`src/rtl/square_draw_if.sv`:
```
// square_draw_if: command, renderer and plot-stream signals of the square draw sequencer.
interface square_draw_if #(
  parameter int X_W = 8,
  parameter int Y_W = 7,
  parameter int SIZE_W = 5,
  parameter int COLOR_W = 3
) ();
  logic               cmd_valid;
  logic               cmd_ready;
  logic [X_W-1:0]     cmd_x;
  logic [Y_W-1:0]     cmd_y;
  logic [SIZE_W-1:0]  cmd_size;
  logic [COLOR_W-1:0] cmd_color;
  logic [X_W-1:0]     sq_origin_x;
  logic [Y_W-1:0]     sq_origin_y;
  logic [SIZE_W-1:0]  sq_size;
  logic               sq_enable;
  logic [X_W-1:0]     sq_x;
  logic [Y_W-1:0]     sq_y;
  logic               sq_finished;
  logic               plot;
  logic [X_W-1:0]     plot_x;
  logic [Y_W-1:0]     plot_y;
  logic [COLOR_W-1:0] plot_color;
  logic               cmd_dropped;
  logic               busy;
  modport master (
    input  cmd_valid, cmd_x, cmd_y, cmd_size, cmd_color, sq_x, sq_y, sq_finished,
    output cmd_ready, sq_origin_x, sq_origin_y, sq_size, sq_enable,
           plot, plot_x, plot_y, plot_color, cmd_dropped, busy
  );
  modport slave (
    output cmd_valid, cmd_x, cmd_y, cmd_size, cmd_color, sq_x, sq_y, sq_finished,
    input  cmd_ready, sq_origin_x, sq_origin_y, sq_size, sq_enable,
           plot, plot_x, plot_y, plot_color, cmd_dropped, busy
  );
endinterface

```
`src/rtl/square_draw_sequencer.sv`:
```
// square_draw_sequencer: queues square draw commands and sequences them through the renderer into a plot stream.
module square_draw_sequencer #(
  parameter int X_W = 8,
  parameter int Y_W = 7,
  parameter int SIZE_W = 5,
  parameter int COLOR_W = 3,
  parameter int DEPTH = 4
) (
  input logic clock,
  input logic resetn,
  square_draw_if.master bus
);
  localparam int W = X_W + Y_W + SIZE_W + COLOR_W;
  localparam int AW = $clog2(DEPTH);
  typedef enum logic [1:0] {IDLE, LOAD, DRAW} state_t;
  state_t state_q, state_d;
  logic [W-1:0] mem_q [DEPTH];
  logic [AW-1:0] wr_q, rd_q;
  logic [AW:0] cnt_q;
  logic [X_W-1:0] x_q, h_x;
  logic [Y_W-1:0] y_q, h_y;
  logic [SIZE_W-1:0] s_q, h_s;
  logic [COLOR_W-1:0] c_q, h_c;
  logic drop_q, drop_d, push, pop, empty;
  assign empty = cnt_q == '0;
  assign bus.cmd_ready = cnt_q != (AW+1)'(DEPTH);
  assign push = bus.cmd_valid && bus.cmd_ready;
  assign pop = state_q == IDLE && !empty;
  assign {h_x, h_y, h_s, h_c} = mem_q[rd_q];
  always_comb begin
    state_d = state_q;
    drop_d = pop && h_s == '0;
    if (pop && !drop_d) state_d = LOAD;
    if (state_q == LOAD) state_d = DRAW;
    if (state_q == DRAW && bus.sq_finished) state_d = IDLE;
  end
  // Storage needs no reset: occupancy is tracked by cnt_q alone.
  always_ff @(posedge clock)
    if (push) mem_q[wr_q] <= {bus.cmd_x, bus.cmd_y, bus.cmd_size, bus.cmd_color};
  always_ff @(posedge clock or negedge resetn)
    if (!resetn) begin
      state_q <= IDLE;
      drop_q <= 1'b0;
      wr_q <= '0;
      rd_q <= '0;
      cnt_q <= '0;
      x_q <= '0;
      y_q <= '0;
      s_q <= '0;
      c_q <= '0;
    end else begin
      state_q <= state_d;
      drop_q <= drop_d;
      cnt_q <= cnt_q + (AW+1)'(push) - (AW+1)'(pop);
      if (push) wr_q <= wr_q + 1'b1;
      if (pop) begin
        rd_q <= rd_q + 1'b1;
        x_q <= h_x;
        y_q <= h_y;
        s_q <= h_s;
        c_q <= h_c;
      end
    end
  assign bus.sq_origin_x = x_q;
  assign bus.sq_origin_y = y_q;
  assign bus.sq_size = s_q;
  assign bus.sq_enable = state_q == DRAW;
  assign bus.plot = state_q == DRAW && !bus.sq_finished;
  assign bus.plot_x = bus.sq_x;
  assign bus.plot_y = bus.sq_y;
  assign bus.plot_color = c_q;
  assign bus.cmd_dropped = drop_q;
  assign bus.busy = state_q != IDLE || !empty;
endmodule

```
`src/flat_wrapper.sv`:
```
// flat-port wrapper written by rule: the top's interface ports become plain ports
module square_draw_sequencer_flat 
#(
  parameter int X_W = 8,
  parameter int Y_W = 7,
  parameter int SIZE_W = 5,
  parameter int COLOR_W = 3,
  parameter int DEPTH = 4
)
  (clock, resetn, bus_cmd_valid, bus_cmd_x, bus_cmd_y, bus_cmd_size, bus_cmd_color, bus_sq_x, bus_sq_y, bus_sq_finished, bus_cmd_ready, bus_sq_origin_x, bus_sq_origin_y, bus_sq_size, bus_sq_enable, bus_plot, bus_plot_x, bus_plot_y, bus_plot_color, bus_cmd_dropped, bus_busy);
  square_draw_if #(.X_W(X_W), .Y_W(Y_W), .SIZE_W(SIZE_W), .COLOR_W(COLOR_W)) bus_i ();
  input logic clock;
  input logic resetn;
  input wire logic [$bits(bus_i.cmd_valid)-1:0] bus_cmd_valid;
  input wire logic [$bits(bus_i.cmd_x)-1:0] bus_cmd_x;
  input wire logic [$bits(bus_i.cmd_y)-1:0] bus_cmd_y;
  input wire logic [$bits(bus_i.cmd_size)-1:0] bus_cmd_size;
  input wire logic [$bits(bus_i.cmd_color)-1:0] bus_cmd_color;
  input wire logic [$bits(bus_i.sq_x)-1:0] bus_sq_x;
  input wire logic [$bits(bus_i.sq_y)-1:0] bus_sq_y;
  input wire logic [$bits(bus_i.sq_finished)-1:0] bus_sq_finished;
  output wire logic [$bits(bus_i.cmd_ready)-1:0] bus_cmd_ready;
  output wire logic [$bits(bus_i.sq_origin_x)-1:0] bus_sq_origin_x;
  output wire logic [$bits(bus_i.sq_origin_y)-1:0] bus_sq_origin_y;
  output wire logic [$bits(bus_i.sq_size)-1:0] bus_sq_size;
  output wire logic [$bits(bus_i.sq_enable)-1:0] bus_sq_enable;
  output wire logic [$bits(bus_i.plot)-1:0] bus_plot;
  output wire logic [$bits(bus_i.plot_x)-1:0] bus_plot_x;
  output wire logic [$bits(bus_i.plot_y)-1:0] bus_plot_y;
  output wire logic [$bits(bus_i.plot_color)-1:0] bus_plot_color;
  output wire logic [$bits(bus_i.cmd_dropped)-1:0] bus_cmd_dropped;
  output wire logic [$bits(bus_i.busy)-1:0] bus_busy;
  assign bus_i.cmd_valid = bus_cmd_valid;
  assign bus_i.cmd_x = bus_cmd_x;
  assign bus_i.cmd_y = bus_cmd_y;
  assign bus_i.cmd_size = bus_cmd_size;
  assign bus_i.cmd_color = bus_cmd_color;
  assign bus_i.sq_x = bus_sq_x;
  assign bus_i.sq_y = bus_sq_y;
  assign bus_i.sq_finished = bus_sq_finished;
  assign bus_cmd_ready = bus_i.cmd_ready;
  assign bus_sq_origin_x = bus_i.sq_origin_x;
  assign bus_sq_origin_y = bus_i.sq_origin_y;
  assign bus_sq_size = bus_i.sq_size;
  assign bus_sq_enable = bus_i.sq_enable;
  assign bus_plot = bus_i.plot;
  assign bus_plot_x = bus_i.plot_x;
  assign bus_plot_y = bus_i.plot_y;
  assign bus_plot_color = bus_i.plot_color;
  assign bus_cmd_dropped = bus_i.cmd_dropped;
  assign bus_busy = bus_i.busy;
  square_draw_sequencer #(.X_W(X_W), .Y_W(Y_W), .SIZE_W(SIZE_W), .COLOR_W(COLOR_W), .DEPTH(DEPTH)) u_core (.clock(clock), .resetn(resetn), .bus(bus_i));
endmodule
```
`config.mk`:
```
export PLATFORM = sky130hd
export DESIGN_NAME = square_draw_sequencer_flat
export DESIGN_NICKNAME = d
export VERILOG_FILES = /design/src/rtl/square_draw_if.sv /design/src/rtl/square_draw_sequencer.sv /design/src/flat_wrapper.sv
export SDC_FILE = /design/constraint.sdc
export NUM_CORES = 1
export LEC_CHECK = 0
export CORE_ASPECT_RATIO = 1.5
export CORE_UTILIZATION = 40
export CTS_CLUSTER_SIZE = 28
export DETAILED_ROUTE_END_ITERATION = 10
export PLACE_DENSITY = 0.71
export SETUP_SLACK_MARGIN = 0.2
export SKIP_LAST_GASP = 1
export SLEW_MARGIN = 20
export SYNTH_ARGS = -nofsm -noshare
export SYNTH_HDL_FRONTEND = slang
export SYNTH_SLANG_ARGS = --single-unit
```
`constraint.sdc`:
```
create_clock -name clock -period 4.49 [get_ports clock]
set_input_delay 0.898 -clock clock [delete_from_list [all_inputs] [get_ports clock]]
set_output_delay 0.898 -clock clock [all_outputs]
set_load 0.01 [all_outputs]
```
==> impl_summary.txt <==
----------------------------------------------------
[Global route]
  Global-route usage over all layers ... 15.0%
  Largest net degree at the start of global routing ... 34
  Overflow after GRT ... 0
  Number of global-route vias before repair ... 2497
  Wire length of the first global-routing pass ... 13.2 mm
  Antenna violations before repair ... 0

[Final layout]
  Proportion of layout cells with a drive suffix above 1 ... 26.8%
  Post-route cell area ... 0.00601 mm2
  # diodes ... 0
  Post-layout net count ... 338
  Area growth from synthesis to final layout ... 23.2%

[Die]
  Effective utilization at floorplan ... 40.8%
  Number of placement rows ... 49
  Die width ... 92.2 um
  DIE AREA ... 0.0127 mm2
  Die Ht ... 137 um
  I/O pins ... 85
  Total core area ... 0.0120 mm2

[CTS]
  Gates resized, CTS repair ... 0
  Count of hold-fix buffers inserted at cts ... 0
  Clock tree from TritonCTS ... yes
  Clk root buf ... clkbuf_16
  Number of clock sinks ... 125
  H-tree lvl count ... 4
  Maximum root-to-sink buffer count ... 2
  Setup Fix Bufs, Post-CTS ... 0
  Worst-path clk slew ... 0.05 ns
  Latest clock arrival within the worst-skew pair ... 0.42 ns
  Number of clock buffers inserted by TritonCTS ... 17

[Route]
  Antenna-violating nets left ... 0
  Detailed Route Iter0 Violations ... 109
  Total wire length ... 8.45 mm
  Total via count after detailed routing ... 2259
  Via count normalized by instance count ... 4.96
  Average routed wire per standard cell ... 18.6 um
  Initial DRT Pass Iterations ... 4
  Remaining routing DRC violations ... 0

[Synthesis]
  Number of warning messages in the yosys log ... 0
  Total nets after synthesis ... 284
  Mapped Cells ... 235
  Mapped cell area ... 0.00488 mm2
  Sequential cell area fraction in the yosys report ... 73.5%
  Post-synthesis average cell area ... 20.8 um2
  Number of flip-flops and latches in the synthesized netlist ... 125
  Number of distinct library cells after synthesis ... 27

[Run]
  Reported max-cap violation count ... 0

[STA]
  Crit share post-route ... 64.7%
  Worst clock skew on the final layout ... 0.0123 ns
  Final count of hold timing violations ... 0
  Unrepaired setup endpoints after global routing ... false
  Final-report max-slew violation count ... 0
  Total negative slack ... 0 ns
  Max Fclk ... 0.344 GHz
  Transition time at the pin with the least slew margin ... 1.10 ns
  Clock period minus final worst setup slack ... 2.91 ns
  Worst slew margin relative to its limit ... 26.8%
  Final setup violation count ... 0

[Power]
  Leak ... 2.16 nW
  Worst voltage drop across the vdd grid ... 322 uV
  Pwr Density ... 713 mW/mm2

[Outcome]
  Run status ... completed

[Setup path]
  Worst Setup End Kind ... register
  WS Path Type ... reg -> reg
  CP startpoint kind ... register
  Worst flop-to-flop path endpoint ... u_core.cnt_q[2]$_DFF_PN0_
  Crit path capture ... u_core.cnt_q[2]$_DFF_PN0_
  Max Fanout on Critical Path ... 27
  CP Launch Point ... u_core.cnt_q[1]$_DFF_PN0_
  Setup slack on the worst flop-to-flop path ... 1.58 ns
  R2R depth ... 10
  Startpoint of the most critical register-to-register path ... u_core.cnt_q[1]$_DFF_PN0_
  Signal arrival time at the worst endpoint ... 3.23 ns
  CP required ... 4.81 ns

[Placed design]
  HPWL Detailed ... 5.44 mm
  Routability congestion estimate ... 0.674
  Area after detailed placement ... 0.00546 mm2
  Number of buffers inserted by port buffering ... 54

[Min path]
  Worst hold path type ... reg -> reg
  Startpoint of the most critical hold path ... u_core.state_q[0]$_DFFE_PN0P_

----------------------------------------------------
-- registers in the layout, summed over array words and instances (netlist names) --
register,count
u_core.bus.sq_size,5
u_core.wr_q,2
u_core.rd_q,2
u_core.state_q,2
u_core.bus.sq_origin_x,8
u_core.bus.sq_origin_y,7
u_core.bus.plot_color,3
u_core.mem_q,92
u_core.cnt_q,3
u_core.bus.cmd_dropped,1
-- per-stage QoR --
step | std cells | utilization [%] | worst slack, ns | power (W) | hold slack, ns
after floorplan | 235 | - | 2.05 | 0.00261 | 0.471
after global placement | 423 | 45.6 | 1.42 | 0.00301 | 0.494
after detailed placement | 423 | 45.6 | 1.33 | 0.00307 | 0.493
after CTS | 455 | 50.3 | 1.54 | 0.00434 | 0.506
after global routing | 455 | 50.3 | 1.41 | 0.00451 | 0.515
final | 455 | 50.3 | 1.58 | 0.00428 | 0.503
-- report_power, final --
part,internal (W),leakage (nW),total (W),switching (W)
sequential,0.00159,1.23,0.00183,0.000235
combinational,0.000707,0.649,0.00119,0.000486
clock,0.000815,0.282,0.00127,0.000452
-- Yosys cell counts, drive strengths merged --
cell type,count,area (um2)
a21boi,1,7.51
a21o,1,7.51
a22oi,1,7.51
and2,5,31.3
buf,22,179
clkbuf,1,3.75
dfrtp,33,826
edfxtp,92,2760
fa,1,20.0
ha,6,75.1
inv,8,30.0
mux2,24,270
mux4,23,529
nand2,3,13.8
nand2b,1,6.26
nand3,1,5.00
nor2,2,7.51
nor2b,1,6.26
nor3,1,10.0
nor3b,1,7.51
nor4b,1,23.8
or3,1,6.26
xnor2,5,43.8
-- layer usage --
| layer | vias up | global-route usage [%] | routed length [um] |
|---|---|---|---|
| li1 | 1003 | - | - |
| met1 | 1175 | 14.9 | 3050 |
| met3 | 26 | 5.68 | 361 |
| met2 | 55 | 26.4 | 4790 |
| met5 | - | 0 | 0 |
| met4 | 0 | 8.85 | 246 |
-- logic make-up (layout without fill, tap and decap cells) --
family / Yosys count / after routing / share of synthesized area [%]
muxes: 47 / 47 / 16.4
buffers and inverters: 31 / 98 / 4.36
DFF: 125 / 125 / 73.5
AOI/OAI and AO/OA: 3 / 3 / 0.462
xor gates and xnor gates: 5 / 5 / 0.897
and+or+nand+nor: 17 / 17 / 2.41
adders and majority gates: 7 / 7 / 1.95
-- critical path, stage by stage (launching register included) --
cell	delay, ns
dfrtp_1	0.43
or3_1	0.45
nand2_2	0.56
inv_1	0.10
ha_1	0.31
inv_1	0.06
ha_1	0.13
inv_1	0.05
fa_1	0.38
xnor2_1	0.20
xnor2_1	0.16
-- layout by cell type, fill, tap and decap left out, types with 2 or more instances in the layout --
cell             count
clkbuf_8             2
buf_4                4
xnor2_1              5
and2_1               5
clkbuf_1             4
dfrtp_1             32
inv_1                8
nand2_1              2
mux4_2              20
mux4_1               3
clkdlybuf4s50_1     53
ha_1                 6
clkinv_2             7
nor2_1               2
clkbuf_16           18
mux2_2              24
edfxtp_1            92
-- how the worst min path moves through the flow --
| stage | endpoint | slack (ns) | cells after the start |
|---|---|---|---|
| floorplan | u_core.state_q[1]$_DFFE_PN0P_ | 0.47 | 1 |
| global placement | u_core.bus.sq_size[2]$_DFFE_PN0P_ | 0.49 | 1 |
| detailed placement | u_core.state_q[1]$_DFFE_PN0P_ | 0.49 | 1 |
| CTS | u_core.state_q[1]$_DFFE_PN0P_ | 0.51 | 1 |
| global route | u_core.bus.sq_size[4]$_DFFE_PN0P_ | 0.52 | 1 |
| finish | u_core.state_q[1]$_DFFE_PN0P_ | 0.50 | 1 |
-- area by class of cell --
type | count | area, um2
inverter | 8 | 30.0
tap | 153 | 191
multi-input combinational | 79 | 1080
fill | 982 | 5940
clock inverter | 8 | 65.1
sequential | 125 | 3590
timing repair buffer | 58 | 566
clock buffer | 24 | 493
Note: power is estimated with default switching activity, not from simulation.
